File: config.mk
export PLATFORM = sky130hd
export DESIGN_NAME = mem_wb_stage_flat
export DESIGN_NICKNAME = d
export VERILOG_FILES = /design/src/rtl/mem_wb_stage_if.sv /design/src/rtl/mem_wb_stage.sv /design/src/flat_wrapper.sv
export SDC_FILE = /design/constraint.sdc
export NUM_CORES = 1
export LEC_CHECK = 0
export BUFFER_PORTS_ARGS = -buffer_cell sky130_fd_sc_hd__buf_2
export CAP_MARGIN = 0
export CORE_MARGIN = 4
export CORE_UTILIZATION = 47
export DETAILED_ROUTE_END_ITERATION = 8
export HOLD_SLACK_MARGIN = 0.02
export PLACE_DENSITY = 0.82
export SLEW_MARGIN = 25
export SYNTH_ARGS = -nofsm -noshare
export SYNTH_HDL_FRONTEND = slang
export SYNTH_SLANG_ARGS = --single-unit
export TNS_END_PERCENT = 50
File: constraint.sdc
create_clock -name clk -period 2.25 [get_ports clk]
set_input_delay 0.1125 -clock clk [delete_from_list [all_inputs] [get_ports clk]]
set_output_delay 0.1125 -clock clk [all_outputs]
set_load 0.01 [all_outputs]
File: src/rtl/mem_wb_stage_if.sv
// Data-memory request/acknowledge bus between the MEM stage and data memory.
// Latency: none (wires only).
// Backpressure: the master holds the request fields stable until the slave strobes dmem_ack.
//
// Signals:
//   dmem_req   - access request, held high until acknowledged
//   dmem_we    - 1 = store, 0 = load
//   dmem_addr  - byte address of the access
//   dmem_wdata - store byte
//   dmem_ack   - completion strobe from memory
//   dmem_rdata - load byte, valid in the dmem_ack cycle
interface mem_wb_stage_if;
    logic        dmem_req;
    logic        dmem_we;
    logic [31:0] dmem_addr;
    logic [7:0]  dmem_wdata;
    logic        dmem_ack;
    logic [7:0]  dmem_rdata;

    modport master (
        output dmem_req, dmem_we, dmem_addr, dmem_wdata,
        input  dmem_ack, dmem_rdata
    );

    modport slave (
        input  dmem_req, dmem_we, dmem_addr, dmem_wdata,
        output dmem_ack, dmem_rdata
    );
endinterface

File: src/rtl/mem_wb_stage.sv
// MEM stage of the 2-issue VLIW pipeline: byte load/store over dmem and the MEM/WB register.
// Latency: 1 cycle for non-memory bundles; 1 + (cycles until ack) for memory bundles.
// Backpressure: mem_stall freezes upstream while an access is outstanding or waiting for MEM/WB.
//
// Ports:
//   clk, reset            - clock; synchronous active-low reset
//   p4_pipeline_regWrite  - MEM/WB load enable from the hazard unit
//   MEM_flush             - turns the current EX/MEM bundle into a bubble (ignored once issued)
//   p3_*                  - EX/MEM bundle: ALU-slot result and MEM-slot address/data/controls
//   dbus                  - data-memory request/ack bus (master side)
//   mem_stall             - freezes PC, p1, p2, p3
//   mem_fault             - sticky: illegal bundle or access timeout
//   p4_*                  - MEM/WB register contents
module mem_wb_stage #(
    parameter int unsigned MAX_WAIT = 15
) (
    input  logic                 clk,
    input  logic                 reset,
    input  logic                 p4_pipeline_regWrite,
    input  logic                 MEM_flush,
    input  logic                 p3_memRead,
    input  logic                 p3_memWrite,
    input  logic                 p3_alu_regWrite,
    input  logic                 p3_mem_regWrite,
    input  logic [2:0]           p3_alu_rd,
    input  logic [2:0]           p3_mem_rd,
    input  logic [7:0]           p3_mem_reg_rd,
    input  logic [31:0]          p3_alu_aluOut,
    input  logic [31:0]          p3_mem_address,
    mem_wb_stage_if.master       dbus,
    output logic                 mem_stall,
    output logic                 mem_fault,
    output logic                 p4_alu_regWrite,
    output logic                 p4_mem_regWrite,
    output logic [2:0]           p4_alu_rd,
    output logic [2:0]           p4_mem_rd,
    output logic [31:0]          p4_alu_result,
    output logic [31:0]          p4_mem_loadData
);

    typedef enum logic [1:0] {S_IDLE, S_WAIT, S_HOLD} state_t;

    state_t      state;
    logic [7:0]  wait_cnt;
    logic        req_q;
    logic        we_q;
    logic [31:0] addr_q;
    logic [7:0]  wdata_q;
    logic [7:0]  cap_data;
    logic        cap_mem_we;

    logic        memop;
    logic        illegal;
    logic        timeout;
    logic        done;
    logic [7:0]  fin_data;
    logic        fin_mem_we;

    assign memop   = (p3_memRead ^ p3_memWrite) & ~MEM_flush;
    assign illegal = p3_memRead & p3_memWrite & ~MEM_flush;

    // The counter reaches MAX_WAIT-1 on the MAX_WAIT-th WAIT cycle; that cycle abandons the access.
    assign timeout = (state == S_WAIT) & ~dbus.dmem_ack & (wait_cnt == 8'(MAX_WAIT - 1));
    assign done    = (state == S_WAIT) & (dbus.dmem_ack | timeout);

    // A timed-out access retires like a completed one but with no data and no writeback.
    assign fin_data   = dbus.dmem_ack ? dbus.dmem_rdata : 8'h00;
    assign fin_mem_we = dbus.dmem_ack & p3_mem_regWrite & p3_memRead;

    assign dbus.dmem_req   = req_q;
    assign dbus.dmem_we    = we_q;
    assign dbus.dmem_addr  = addr_q;
    assign dbus.dmem_wdata = wdata_q;

    // Stall drops in the cycle the bundle retires into MEM/WB so p3 advances on the same edge
    // and the held bundle is not issued a second time.
    always_comb begin
        mem_stall = 1'b0;
        unique case (state)
            S_IDLE:  mem_stall = memop;
            S_WAIT:  mem_stall = ~(done & p4_pipeline_regWrite);
            S_HOLD:  mem_stall = ~p4_pipeline_regWrite;
            default: mem_stall = 1'b0;
        endcase
    end

    always_ff @(posedge clk) begin
        if (!reset) begin
            state           <= S_IDLE;
            wait_cnt        <= 8'h00;
            req_q           <= 1'b0;
            we_q            <= 1'b0;
            addr_q          <= 32'h0;
            wdata_q         <= 8'h00;
            cap_data        <= 8'h00;
            cap_mem_we      <= 1'b0;
            mem_fault       <= 1'b0;
            p4_alu_regWrite <= 1'b0;
            p4_mem_regWrite <= 1'b0;
            p4_alu_rd       <= 3'd0;
            p4_mem_rd       <= 3'd0;
            p4_alu_result   <= 32'h0;
            p4_mem_loadData <= 32'h0;
        end else begin
            unique case (state)
                S_IDLE: begin
                    if (illegal) begin
                        mem_fault <= 1'b1;
                    end
                    if (memop) begin
                        addr_q   <= p3_mem_address;
                        we_q     <= p3_memWrite;
                        wdata_q  <= p3_mem_reg_rd;
                        req_q    <= 1'b1;
                        wait_cnt <= 8'h00;
                        state    <= S_WAIT;
                    end else if (p4_pipeline_regWrite) begin
                        // Stores, bubbles and illegal bundles never write the MEM-slot register.
                        p4_alu_regWrite <= p3_alu_regWrite & ~MEM_flush;
                        p4_alu_rd       <= p3_alu_rd;
                        p4_alu_result   <= p3_alu_aluOut;
                        p4_mem_regWrite <= p3_mem_regWrite & ~p3_memWrite & ~MEM_flush;
                        p4_mem_rd       <= p3_mem_rd;
                        p4_mem_loadData <= 32'h0;
                    end
                end
                S_WAIT: begin
                    if (done) begin
                        req_q <= 1'b0;
                        if (timeout) begin
                            mem_fault <= 1'b1;
                        end
                        if (p4_pipeline_regWrite) begin
                            p4_alu_regWrite <= p3_alu_regWrite;
                            p4_alu_rd       <= p3_alu_rd;
                            p4_alu_result   <= p3_alu_aluOut;
                            p4_mem_regWrite <= fin_mem_we;
                            p4_mem_rd       <= p3_mem_rd;
                            p4_mem_loadData <= {24'h0, fin_data};
                            state           <= S_IDLE;
                        end else begin
                            cap_data   <= fin_data;
                            cap_mem_we <= fin_mem_we;
                            state      <= S_HOLD;
                        end
                    end else begin
                        wait_cnt <= wait_cnt + 8'd1;
                    end
                end
                S_HOLD: begin
                    // p3 is frozen by mem_stall, so its fields still describe this bundle.
                    if (p4_pipeline_regWrite) begin
                        p4_alu_regWrite <= p3_alu_regWrite;
                        p4_alu_rd       <= p3_alu_rd;
                        p4_alu_result   <= p3_alu_aluOut;
                        p4_mem_regWrite <= cap_mem_we;
                        p4_mem_rd       <= p3_mem_rd;
                        p4_mem_loadData <= {24'h0, cap_data};
                        state           <= S_IDLE;
                    end
                end
                default: state <= S_IDLE;
            endcase
        end
    end

endmodule
File: src/flat_wrapper.sv
// flat-port wrapper written by rule: the top's interface ports become plain ports
module mem_wb_stage_flat 
#(
    parameter int unsigned MAX_WAIT = 15
)
  (clk, reset, p4_pipeline_regWrite, MEM_flush, p3_memRead, p3_memWrite, p3_alu_regWrite, p3_mem_regWrite, p3_alu_rd, p3_mem_rd, p3_mem_reg_rd, p3_alu_aluOut, p3_mem_address, mem_stall, mem_fault, p4_alu_regWrite, p4_mem_regWrite, p4_alu_rd, p4_mem_rd, p4_alu_result, p4_mem_loadData, dbus_dmem_req, dbus_dmem_we, dbus_dmem_addr, dbus_dmem_wdata, dbus_dmem_ack, dbus_dmem_rdata);
  mem_wb_stage_if dbus_i ();
  input  logic clk;
  input  logic reset;
  input  logic p4_pipeline_regWrite;
  input  logic MEM_flush;
  input  logic p3_memRead;
  input  logic p3_memWrite;
  input  logic p3_alu_regWrite;
  input  logic p3_mem_regWrite;
  input  logic [2:0] p3_alu_rd;
  input  logic [2:0] p3_mem_rd;
  input  logic [7:0] p3_mem_reg_rd;
  input  logic [31:0] p3_alu_aluOut;
  input  logic [31:0] p3_mem_address;
  output logic mem_stall;
  output logic mem_fault;
  output logic p4_alu_regWrite;
  output logic p4_mem_regWrite;
  output logic [2:0] p4_alu_rd;
  output logic [2:0] p4_mem_rd;
  output logic [31:0] p4_alu_result;
  output logic [31:0] p4_mem_loadData;
  output wire logic [$bits(dbus_i.dmem_req)-1:0] dbus_dmem_req;
  output wire logic [$bits(dbus_i.dmem_we)-1:0] dbus_dmem_we;
  output wire logic [$bits(dbus_i.dmem_addr)-1:0] dbus_dmem_addr;
  output wire logic [$bits(dbus_i.dmem_wdata)-1:0] dbus_dmem_wdata;
  input wire logic [$bits(dbus_i.dmem_ack)-1:0] dbus_dmem_ack;
  input wire logic [$bits(dbus_i.dmem_rdata)-1:0] dbus_dmem_rdata;
  assign dbus_dmem_req = dbus_i.dmem_req;
  assign dbus_dmem_we = dbus_i.dmem_we;
  assign dbus_dmem_addr = dbus_i.dmem_addr;
  assign dbus_dmem_wdata = dbus_i.dmem_wdata;
  assign dbus_i.dmem_ack = dbus_dmem_ack;
  assign dbus_i.dmem_rdata = dbus_dmem_rdata;
  mem_wb_stage #(.MAX_WAIT(MAX_WAIT)) u_core (.clk(clk), .reset(reset), .p4_pipeline_regWrite(p4_pipeline_regWrite), .MEM_flush(MEM_flush), .p3_memRead(p3_memRead), .p3_memWrite(p3_memWrite), .p3_alu_regWrite(p3_alu_regWrite), .p3_mem_regWrite(p3_mem_regWrite), .p3_alu_rd(p3_alu_rd), .p3_mem_rd(p3_mem_rd), .p3_mem_reg_rd(p3_mem_reg_rd), .p3_alu_aluOut(p3_alu_aluOut), .p3_mem_address(p3_mem_address), .dbus(dbus_i), .mem_stall(mem_stall), .mem_fault(mem_fault), .p4_alu_regWrite(p4_alu_regWrite), .p4_mem_regWrite(p4_mem_regWrite), .p4_alu_rd(p4_alu_rd), .p4_mem_rd(p4_mem_rd), .p4_alu_result(p4_alu_result), .p4_mem_loadData(p4_mem_loadData));
endmodule
==> impl_metrics.ini <==
[cells_and_area]
drive_above_1_share = 0.2697
nFillCells = 737
regArea_um2 = 2206
syn2layout_area_growth_pct = 43.22
layoutNonFillerInstCount = 958
multiInputGateArea_um2 = 2262
nNetsFinal = 920

[clocking]
cts_inserted_buffers = 9
insertion_delay_ps = 370
root_buffer = clkbuf_8
cts_sinks = 110
cts_tree = yes
h-tree-depth = 3
path_clk_slew_ps = 90
cts_buffer_depth = 2

[sta]
post-route-min-period_ps = 2122
timing.fmax_mhz = 471.2
setup_tns_ps = 0
timing_worst_slew_pin_value_ps = 689.2
timing.hold.ws_ps = 95.08
relSlewSlack = 0.5406
fin_ws_ps = 127.7
layout_worst_path_cycle_share = 0.9433
slew_violations = 0
finClkSkew_ps = 9.558
rsz0062_at_grt = no
finalSetupViolCount = 0
hold_viol = 0

[routing]
wirelength_um = 14720
drt_iter0_markers = 275
drt-met1-wl_um = 5373
routedWlPerCell_um = 15.36
viasPerCell = 5.065
firstDrtPassIters = 5
ant_nets = 0
drc = 0
met2WireLength_um = 7847
vias = 4852
top_layer = met4
wl_met3_um = 706

[synth]
synthAdderAreaFrac = 0.01839
yosysWarningCount = 0
synth_xor_area_frac = 0
synth-compound-area-share = 0.1285
syn_avg_cell_area_um2 = 8.519
yosysTopAreaCellShare = 0.4624
ys_seq_area_frac = 0.4624
synth_seq_cells = 110
syn_area_um2 = 4762
synth_common_cells = nand2_1, dfxtp_1, a21oi_1, mux2i_1
syn_inst = 559
yosysUniqueCellTypes = 45
synth_edf_count = 0
synthSimpleGateAreaFrac = 0.1994
async_flop_share = 0
synth_most_common_cell = nand2_1
synthMuxAreaShare = 0.1051
ys_top_cells_by_area = dfxtp_1, nand2_1, mux2i_1
synth_top_cell_by_area = dfxtp_1
synth_ff_type = dfxtp_1
synth_top_family_by_area = simple AND/OR/NAND/NOR gates

[worst_setup_path]
start_kind = flop
critPathBufInv = 2
crit_required_ps = 2140
crit_type = flop to primary output
worst_path_dominant_cell_family = simple AND/OR/NAND/NOR gates
path_cells = inv_1 -> ha_1 -> or4b_4 -> o21a_4 -> nor2_4 -> a21oi_1 -> buf_2
max_stage_delay_ps = 530
cp_max_fo = 7
crit_path_end_kind = primary output
slowest_stage = or4b_4
worstPathArrival_ps = 2010

[outcome]
status = complete, no violations

[floorplan]
io_pins = 211
core_um2 = 9819
fp.dieW_um = 108.7
die_h_um = 108.7
std_cell_rows = 36
dieArea_um2 = 11810
start_util = 0.4850

[pwr]
power.leakage_nw = 3.175
peakVddDrop_uv = 442.3
power_density_nw_per_um2 = 631.3

[hold_path]
hold_path_class = primary input to flop

[place]
hpwl_um = 9362
routabilityCongestion = 0.8876
dpl_worst_slack_ps = 36.78
dp_cells = 849
io_buffers = 186

[global_route]
grt_pass1_vias = 4807
grt_util_all_layers = 0.2422
grt_pass1_wl_um = 22600
antenna_found_initial = 1
grt_max_degree = 78
grt_overflow = 0

[job]
cap_violations = 0
-- power by group --
part	leakage, nW	total, mW	switching (mW)	internal (mW)
clock	0.104	1.30	0.638	0.660
combinational	2.17	0.884	0.467	0.417
sequential	0.899	2.12	0.0626	2.06
-- cell families (layout without fill, tap and decap cells) --
logic type | count (synthesis) | count (layout)
simple gates | 229 | 229
fa+ha+maj | 7 | 7
mux | 50 | 50
buf+inv | 68 | 309
compound gates | 94 | 94
other cells | 1 | 26
flops | 110 | 110
-- what timing repair did --
item | CTS | global route
hold endpoints to repair | 88 | 0
setup endpoints to repair | 5 | 18
setup buffers | 0 | 1
cloned | 0 | 1
hold buffers | 89 | 0
pin swaps | 0 | 1
resized for setup | 1 | 6
-- registers in the layout (all words and copies together), names as in the netlist, 2 cells and up --
signal and cells:
u_core.dbus.dmem_addr 32, u_core.cap_data 8, u_core.p4_mem_loadData 8, u_core.wait_cnt 8, u_core.p4_alu_rd 3, u_core.p4_alu_result 32
u_core.p4_mem_rd 3, u_core.state 2, u_core.dbus.dmem_wdata 8
-- metrics by stage --
stage,util,area (um2),power [mW]
5_1_grt,0.6943,6818,4.489
4_1_cts,0.6886,6761,4.294
3_3_place_gp,0.5754,5650,2.865
2_1_floorplan,-,4848,2.652
6_report,0.6946,6820,4.305
3_5_place_dp,0.5754,5650,2.894
-- final cells by class --
type	count	area share
Tap cell	133	0.02440
Clock inverter	3	0.009906
Clock buffer	13	0.02183
Multi-Input combinational cell	404	0.3317
Sequential cell	110	0.3234
Inverter	6	0.003302
Antenna cell	2	0.0007338
Timing Repair Buffer	287	0.2847
-- layout by cell type (no fill, tap or decap), drive strengths merged, types with 3 or more instances in the layout --
master,n
clkbuf,14
buf,197
nand3b,3
ha,7
a21oi,50
nand3,5
o31ai,4
nor3,4
o21ai,5
a22o,17
conb,24
dlygate4sd3,89
mux2i,50
dfxtp,110
nor2b,3
nor2,15
nand2,184
inv,6
-- worst reg2reg max path, cell delays in order (launching register included) --
cell and delay, ps:
dfxtp_4 360, inv_1 50, ha_1 140, or4b_4 530, o21a_4 250, nor4_2 260
buf_4 250, mux2i_1 210
-- worst paths after layout --
| check | endpoint | from | cells after the start | slack (ps) |
|---|---|---|---|---|
| hold reg to reg | u_core.dbus.dmem_addr[12]$_SDFFE_PN0P_ | u_core.dbus.dmem_addr[12]$_SDFFE_PN0P_ | 2 | 460 |
| setup / recovery | mem_stall | u_core.wait_cnt[0]$_SDFFE_PN0P_ | 7 | 130 |
| hold / removal | u_core.p4_alu_regWrite$_SDFFE_PN0P_ | p3_alu_regWrite | 3 | 100 |
| setup reg to reg | u_core.p4_mem_loadData[2]$_SDFFE_PN0P_ | u_core.wait_cnt[0]$_SDFFE_PN0P_ | 7 | 150 |
-- layer usage --
metal | vias up | track usage
met5 | - | 0
met2 | 198 | 0.4334
li1 | 2331 | -
met1 | 2253 | 0.2633
met3 | 70 | 0.04500
met4 | 0 | 0.1497
No activity file was read; power rests on OpenSTA's default activity.
